==> config.mk <==
export PLATFORM = sky130hd
export DESIGN_NAME = fft_result_serializer
export DESIGN_NICKNAME = d
export VERILOG_FILES = /design/src/rtl/fft_pkg.sv /design/src/rtl/fft_frame_bank.sv /design/src/rtl/fft_result_serializer.sv
export SDC_FILE = /design/constraint.sdc
export NUM_CORES = 2
export LEC_CHECK = 0
export ABC_AREA = 0
export BUFFER_PORTS_ARGS = -buffer_cell sky130_fd_sc_hd__buf_2
export CORE_ASPECT_RATIO = 1.2
export CORE_MARGIN = 3
export CORE_UTILIZATION = 40
export CTS_BUF_LIST = sky130_fd_sc_hd__clkbuf_8 sky130_fd_sc_hd__clkbuf_16
export CTS_CLUSTER_DIAMETER = 60
export DETAILED_ROUTE_END_ITERATION = 10
export PLACE_DENSITY = 0.64
export SETUP_SLACK_MARGIN = 0.2
export SYNTH_ARGS = -nofsm -noshare
export SYNTH_HDL_FRONTEND = slang
export SYNTH_HIERARCHICAL = 1
export SYNTH_SLANG_ARGS = --single-unit
==> constraint.sdc <==
create_clock -name CLK_10 -period 3.4 [get_ports CLK_10]
set_clock_uncertainty 0.2 [all_clocks]
set_input_delay 0.17 -clock CLK_10 [delete_from_list [all_inputs] [get_ports CLK_10]]
set_output_delay 0.17 -clock CLK_10 [all_outputs]
set_load 0.05 [all_outputs]
==> src/rtl/fft_pkg.sv <==
// Shared constants and types for the FFT result serializer.
package fft_pkg;

  localparam int unsigned NPTS  = 32;
  localparam int unsigned OUT_W = 32;
  localparam int unsigned IDX_W = $clog2(NPTS);

  localparam logic [IDX_W-1:0] LAST_IDX = IDX_W'(NPTS - 1);

  typedef logic signed [OUT_W-1:0] bin_t;

  // Number of complete frames held in the ping-pong banks.
  typedef enum logic [1:0] {
    LVL_EMPTY = 2'd0,
    LVL_ONE   = 2'd1,
    LVL_FULL  = 2'd2
  } level_e;

endpackage

==> src/rtl/fft_frame_bank.sv <==
// One frame of bin storage: parallel full-frame load, indexed combinational read.
module fft_frame_bank
  import fft_pkg::*;
(
  input  logic                  clk,
  input  logic                  rst_n,
  input  logic                  load,
  input  logic [NPTS*OUT_W-1:0] data_flat,
  input  logic [IDX_W-1:0]      rd_addr,
  output bin_t                  rd_data
);

  bin_t mem [NPTS];

  always_ff @(posedge clk or negedge rst_n) begin
    if (!rst_n) begin
      for (int unsigned i = 0; i < NPTS; i++) begin
        mem[i] <= '0;
      end
    end else if (load) begin
      for (int unsigned i = 0; i < NPTS; i++) begin
        mem[i] <= data_flat[i*OUT_W +: OUT_W];
      end
    end
  end

  assign rd_data = mem[rd_addr];

endmodule

==> src/rtl/fft_result_serializer.sv <==
// Captures parallel FFT frames into two banks and streams bins out over valid/ready.
module fft_result_serializer
  import fft_pkg::*;
(
  input  logic                     CLK_10,
  input  logic                     RST,
  input  logic [NPTS*OUT_W-1:0]    X_FLAT,
  input  logic                     IN_VLD,
  output logic signed [OUT_W-1:0]  OUT_DATA,
  output logic [IDX_W-1:0]         OUT_IDX,
  output logic                     OUT_LAST,
  output logic                     OUT_VLD,
  input  logic                     OUT_RDY,
  output logic [1:0]               LEVEL,
  output logic                     OVF
);

  level_e           level, level_nxt;
  logic             wr_bank, rd_bank;
  logic [IDX_W-1:0] idx;
  logic             ovf;

  logic             xfer, rel, free, cap, drop;
  logic             load0, load1;
  bin_t             rd0, rd1;

  always_comb begin
    xfer  = OUT_VLD & OUT_RDY;
    rel   = xfer & (idx == LAST_IDX);
    // A full pair frees a bank in the same cycle its last bin leaves; when full,
    // wr_bank and rd_bank coincide, so the capture lands on the released bank.
    free  = (level != LVL_FULL) | rel;
    cap   = IN_VLD & free;
    drop  = IN_VLD & ~free;
    load0 = cap & ~wr_bank;
    load1 = cap & wr_bank;
  end

  fft_frame_bank u_bank0 (
    .clk       (CLK_10),
    .rst_n     (RST),
    .load      (load0),
    .data_flat (X_FLAT),
    .rd_addr   (idx),
    .rd_data   (rd0)
  );

  fft_frame_bank u_bank1 (
    .clk       (CLK_10),
    .rst_n     (RST),
    .load      (load1),
    .data_flat (X_FLAT),
    .rd_addr   (idx),
    .rd_data   (rd1)
  );

  always_ff @(posedge CLK_10 or negedge RST) begin
    if (!RST) begin
      level <= LVL_EMPTY;
    end else begin
      level <= level_nxt;
    end
  end

  always_comb begin
    level_nxt = level;
    unique case (level)
      LVL_EMPTY: if (cap) level_nxt = LVL_ONE;
      LVL_ONE: begin
        if (cap && !rel)      level_nxt = LVL_FULL;
        else if (rel && !cap) level_nxt = LVL_EMPTY;
      end
      LVL_FULL:  if (rel && !cap) level_nxt = LVL_ONE;
      default:   level_nxt = LVL_EMPTY;
    endcase
  end

  always_ff @(posedge CLK_10 or negedge RST) begin
    if (!RST) begin
      wr_bank <= 1'b0;
      rd_bank <= 1'b0;
      idx     <= '0;
      ovf     <= 1'b0;
    end else begin
      if (cap) begin
        wr_bank <= ~wr_bank;
      end
      if (rel) begin
        rd_bank <= ~rd_bank;
        idx     <= '0;
      end else if (xfer) begin
        idx <= idx + 1'b1;
      end
      if (drop) begin
        ovf <= 1'b1;
      end
    end
  end

  always_comb begin
    OUT_VLD  = (level != LVL_EMPTY);
    OUT_DATA = rd_bank ? rd1 : rd0;
    OUT_IDX  = idx;
    OUT_LAST = OUT_VLD & (idx == LAST_IDX);
    LEVEL    = level;
    OVF      = ovf;
  end

endmodule

Word-level counts from Yosys, hierarchy flattened
Cells that the tools add are included.
- register bits: 2058
- logic and storage cells: 112
- equality and inequality tests: 7
- bitwise gates (word level): 12
- $add $sub $neg: 1
- muxes and demuxes: 14
- reduce and logical (&&, ||, !) cells: 8
- order comparisons: 1
- operators with widths (cell ; number):
    32-bit binary-select mux with 5-bit select ; 2
    32-bit two-way mux ; 5
    5-bit two-way mux ; 2
    2-bit two-way mux ; 4
    1-bit AND ; 7
    6-bit greater-or-equal comparator (second input constant) ; 1
    2-bit != test (second input constant) ; 3
    5-bit inverter with 6-bit output ; 1
    2-bit case mux with 3 select lines ; 1
    5-bit by 1-bit adder with 5-bit output (second input constant) ; 1
    5-bit equality test (second input constant) ; 1
    2-bit nonzero test ; 2
    3-bit != test (second input constant) ; 1
    1-bit inverter ; 3
    3-bit AND reduction ; 1
    2-bit by 1-bit equality test with 1-bit output (second input constant) ; 1
    2-bit equality test (second input constant) ; 1
    1-bit logical AND ; 2
    1-bit logical NOT ; 2
    2-bit logical NOT ; 1
    1-bit bitwise OR ; 1

Logic depth before layout (Yosys ltp)
- depth after elaboration: 10
- depth in mapped cells: 11

Cells and area by module
The synthesis kept the hierarchy.
- modules (own cells, without submodules) (module ; area an instance (µm²) ; times used ; sequential area each (µm²) ; cells an instance):
    fft_frame_bank ; 46603.4 ; 2 ; 25624.6 ; 3320
    fft_result_serializer ; 889.6 ; 1 ; 250.2 ; 86

Worst setup path after synthesis
OpenSTA, ideal clock, no wires.
- kind: reg2reg
- start point: register idx[0] (netlist: OUT_IDX[0])
- end point: register u_bank0/mem[1000] in the netlist's numbering
- stages on the path, launching flop included: 12
- data required time: 3.075 ns
- path slack: 0.243 ns
- buffers on the path: 4
- data arrival time: 2.832 ns
- clock period less this slack: 3.157 ns
- cell sequence: dfrtp_1 -> ha_1 -> and3_1 -> ha_1 -> and2_1 -> o21ai_1 -> nor2_1 -> buf_2 -> buf_2 -> buf_2 -> buf_2 -> mux2_2
- cells in the longest elaborated chain, start to end: 5
- ends and longest elaborated chain (what ; line ; source):
    start, declared ; fft_result_serializer.sv:20 ; logic [IDX_W-1:0] idx;
    start signal, assigned ; fft_result_serializer.sv:92 ; idx <= idx + 1'b1;
    5-bit equality test ; fft_result_serializer.sv:29 ; rel = xfer & (idx == LAST_IDX);
    1-bit AND ; fft_result_serializer.sv:29 ;
    1-bit bitwise OR ; fft_result_serializer.sv:32 ; free = (level != LVL_FULL) | rel;
    1-bit AND ; fft_result_serializer.sv:33 ; cap = IN_VLD & free;
    1-bit AND ; fft_result_serializer.sv:35 ; load0 = cap & ~wr_bank;
    via load0 ; fft_result_serializer.sv:24 ; logic load0, load1;
    end signal, assigned by index ; fft_frame_bank.sv:22 ; mem[i] <= data_flat[i*OUT_W +: OUT_W];
    end, declared ; fft_frame_bank.sv:13 ; bin_t mem [NPTS];
The timed path passes the listed nets, and every way through them passes these cells.
A chain may end at the register's enable or synchronous reset.

Worst setup path in the final report
- start point: register idx[1] (netlist: OUT_IDX[1])
- end point: output OUT_DATA[9]
- cells in the longest elaborated chain, start to end: 5
- elaborated cells on any way between the ends: 8
- those cells by class: mux (7); bitwise (1)
- ends and longest elaborated chain (what ; line ; source):
    5-bit inverter with 6-bit output (not written as such) ; fft_frame_bank.sv:27 ; assign rd_data = mem[rd_addr];
    32-bit binary-select mux with 5-bit select ; fft_frame_bank.sv:27 ;
    32-bit two-way mux (not written as such) (2 in series) ; fft_frame_bank.sv:27 ;
    via rd1[9] ; fft_result_serializer.sv:25 ; bin_t rd0, rd1;
    32-bit two-way mux ; fft_result_serializer.sv:102 ; OUT_DATA = rd_bank ? rd1 : rd0;
    end, declared ; fft_result_serializer.sv:9 ; output logic signed [OUT_W-1:0] OUT_DATA,
The timed path passes the listed nets, and every way through them passes these cells. The select of a mux whose other input is x is not followed.

==> results_dict.tcl <==
set metrics [dict create \
    worstReg2RegEnd "u_bank0/mem[516]" \
    clk_pin_slew_ns 0.06 \
    ir_drop_uv 1160 \
    setup_viol_count_final 32 \
    finalWorstSetupSlack_ns -0.6086 \
    hp-start "X_FLAT[763]" \
    whs_ns 0.03446 \
    path_buf_inv 7 \
    grt_first_pass_wirelength_mm 564.7 \
    antenna_found_initial 228 \
    cts_buffers 227 \
    grt_pass1_vias 81290 \
    ctsHtreeMaxLevel 4 \
    outcome "complete, but fails checks" \
    finalCritPeriodShare 1.179 \
    num_io_pins 1070 \
    synth_cell_types 35 \
    die_x_um 448.8 \
    critPathMaxStageDelay_ns 0.54 \
    critPathMaxFanout 8 \
    power.leakage_nw 62.22 \
    dieArea_um2 241100 \
    r2r_start "OUT_IDX[1]" \
    relSlewSlack 0.4556 \
    postLayoutCoreUtil 0.6099 \
    worst_pin_slew_ns 0.8166 \
    preCtsSetupSlack_ns -0.005265 \
    worst_r2r_path_depth 13 \
    crit_chain "buf_12 -> buf_16 -> buf_12 -> buf_16 -> mux2i_4 -> a22o_1 -> nor3_2 -> buf_4 -> a31oi_4 -> buf_6 -> nand3_2 -> mux2_4 -> buf_8" \
    die_h_um 537.3 \
    via_per_inst 5.597 \
    whs_path_depth 3 \
    cts_tree "built" \
    worstHoldPathType "input port to flop" \
    cts_buffer_depth 4 \
    fillers 17220 \
    ys_warn_count 6 \
    max_cap_viol_count 0 \
    synth_seq_cells 2058 \
    synth_edf_count 0 \
    yosysTopAreaCellShare 0.5473 \
    grt_max_degree 118 \
    worstSetupPathType "flop to primary output" \
    grt_usage 0.3168 \
    drt_first_pass_iters 6 \
    insertion_delay_ns 0.92 \
    wl_per_cell_um 29.66 \
    fin_crit_ns 4.009 \
    dpl.hpwl_mm 261.0 \
    synth_area_leaders "dfrtp_1 55%, mux2_2 25%, mux2i_1 11%, a22oi_1 1.5%, buf_2 1.5%" \
    violations "setup timing" \
    drt_iter0_drc 6517 \
    syn_to_final_growth_pct 51.36 \
    power_density_nw_per_um2 1012 \
    portBuffers 1069 \
    num_rows 194 \
    coreArea_um2 233500 \
    drcViolationCount 0 \
    synth_area_leader_cell "dfrtp_1" \
    synthesis.area_um2 94100 \
    gp_congestion 0.9094 \
    crit_slowest_cell "dfrtp_4" \
    syn_inst 6726 \
    crit_arrival_ns 3.64 \
    holdPathEnd "u_bank0/mem[283]" \
    required_ns 3.03 \
    drive_above_1_share 0.4384 \
    hold_viol 0 \
    root_buffer "clkbuf_16" \
    synthFlopType "dfrtp_1" \
    rsz0062_at_grt "true" \
    cts.sinks 2058 \
    wl_mm 407.2 \
    yosysSeqAreaShare 0.5473 \
    ant_nets 0 \
    vias 76820 \
    startpoint_type "flop" \
    fmax_ghz 0.2495 \
    slew_violations 0 \
    rrSetupSlack_ns 0.08 \
    crit_family "buffers and inverters" \
    start_util 0.4030 \
    async_flop_share 1.000 \
    layout.nets 11270 \
    syn_avg_cell_area_um2 13.99 \
    syn-num-nets 7757 \
    endpoint_kind "primary output" \
    grt-ovfl-total 0 \
]
[report_power, final]
group	switching [mW]	internal, mW
Combinational	36.0	36.8
Sequential	8.08	37.2
Clock	10.9	15.2
Total	55.0	89.2
[through the flow]
stage / TNS, ns / power (mW) / cell area, µm² / std cells
floorplan: 0 / 78.91 / 94100 / 6726
global placement: 0 / 98.90 / 105800 / 10850
detailed placement: -0.005265 / 100.5 / 105800 / 10850
CTS: -14.95 / 137.4 / 139000 / 13420
global route: -16.64 / 149.1 / 142300 / 13670
finish: -14.62 / 144.2 / 142400 / 13730
[cells in the mapped netlist, types with 65 or more instances]
library cell / count
a21oi_1: 192
a22o_1: 128
a22oi_1: 192
a31oi_1: 65
buf_2: 279
clkbuf_1: 97
dfrtp_1: 2058
mux2_2: 2081
mux2i_1: 1025
nand2_1: 198
nand3_1: 193
[cell families after synthesis]
logic type | synth area share
and+or+nand+nor | 0.02338
xor gates and xnor gates | 0.0001862
buffers and inverters | 0.02816
muxes | 0.3581
adders and majority gates | 0.0003990
DFF | 0.5473
AOI/OAI and AO/OA | 0.04250
[area by class of cell]
type                    count  area [µm²]  area share
diodes                    176       440.4    0.003092
clock buffers             273        6325     0.04441
clock inverters           135        1526     0.01072
inverters                   1       3.754  0.00002635
multi-input cells        4183       42440      0.2980
flip-flops and latches   2058       51510      0.3616
well taps                3136        3924     0.02755
repair buffers           3764       36260      0.2546
[worst max path at each step]
stage / slack, ns / endpoint / startpoint / depth (start not counted)
CTS: -0.57 / OUT_DATA[8] / OUT_IDX[1] / 13
detailed placement: -0.005 / OUT_DATA[12] / OUT_IDX[1] / 10
floorplan: 0.24 / u_bank0/mem[1000] / OUT_IDX[0] / 11
finish: -0.61 / OUT_DATA[9] / OUT_IDX[1] / 13
global placement: 0.007 / OUT_DATA[12] / OUT_IDX[1] / 10
global route: -0.68 / OUT_DATA[9] / OUT_IDX[1] / 13
[registers in the layout, summed over array words and instances, names as in the netlist]
signal and flops:
u_bank0/mem 1024, rd_bank 1, OVF 1, OUT_IDX 5, LEVEL 2, u_bank1/mem 1024, wr_bank 1
[per-layer routing]
| layer | vias to the layer above | GRT usage | part of all wire |
|---|---|---|---|
| met4 | 118 | 0.1700 | 0.068 |
| met5 | - | 0 | 0.0018 |
| met2 | 3890 | 0.5139 | 0.47 |
| met1 | 39520 | 0.3916 | 0.38 |
| li1 | 31950 | - | - |
| met3 | 1341 | 0.07732 | 0.082 |
[cells in the final DEF (no fill, tap or decap), types with 45 or more instances in the layout]
master | synthesis | routed
buf_12 | 0 | 180
diode_2 | 0 | 176
nand2_1 | 198 | 195
mux2i_2 | 0 | 76
buf_16 | 0 | 91
nand3_2 | 0 | 72
dlygate4sd3_1 | 0 | 2012
mux2i_1 | 1025 | 895
a22oi_1 | 192 | 149
clkbuf_16 | 0 | 266
nand3_1 | 193 | 117
clkbuf_8 | 0 | 46
buf_2 | 279 | 1037
dfrtp_1 | 2058 | 2056
a22o_1 | 128 | 126
a21oi_1 | 192 | 187
buf_4 | 64 | 280
buf_6 | 30 | 76
mux2i_4 | 0 | 54
clkinv_2 | 0 | 45
mux2_2 | 2081 | 2048
[worst min-delay path: cells and delay by family]
kind,cells,cell delay (ns)
mux,1,0.14
buf+inv,2,0.76
[timing repair]
| item | CTS | global route |
|---|---|---|
| hold endpoints to repair | 3819 | 1 |
| setup buffers | 101 | 82 |
| pin swaps | 99 | 76 |
| gates resized for setup | 561 | 264 |
| setup endpoints to repair | 73 | 699 |
| gates cloned | 53 | 43 |
| hold buffers | 2013 | 1 |
No activity file was read; power rests on OpenSTA's default activity.
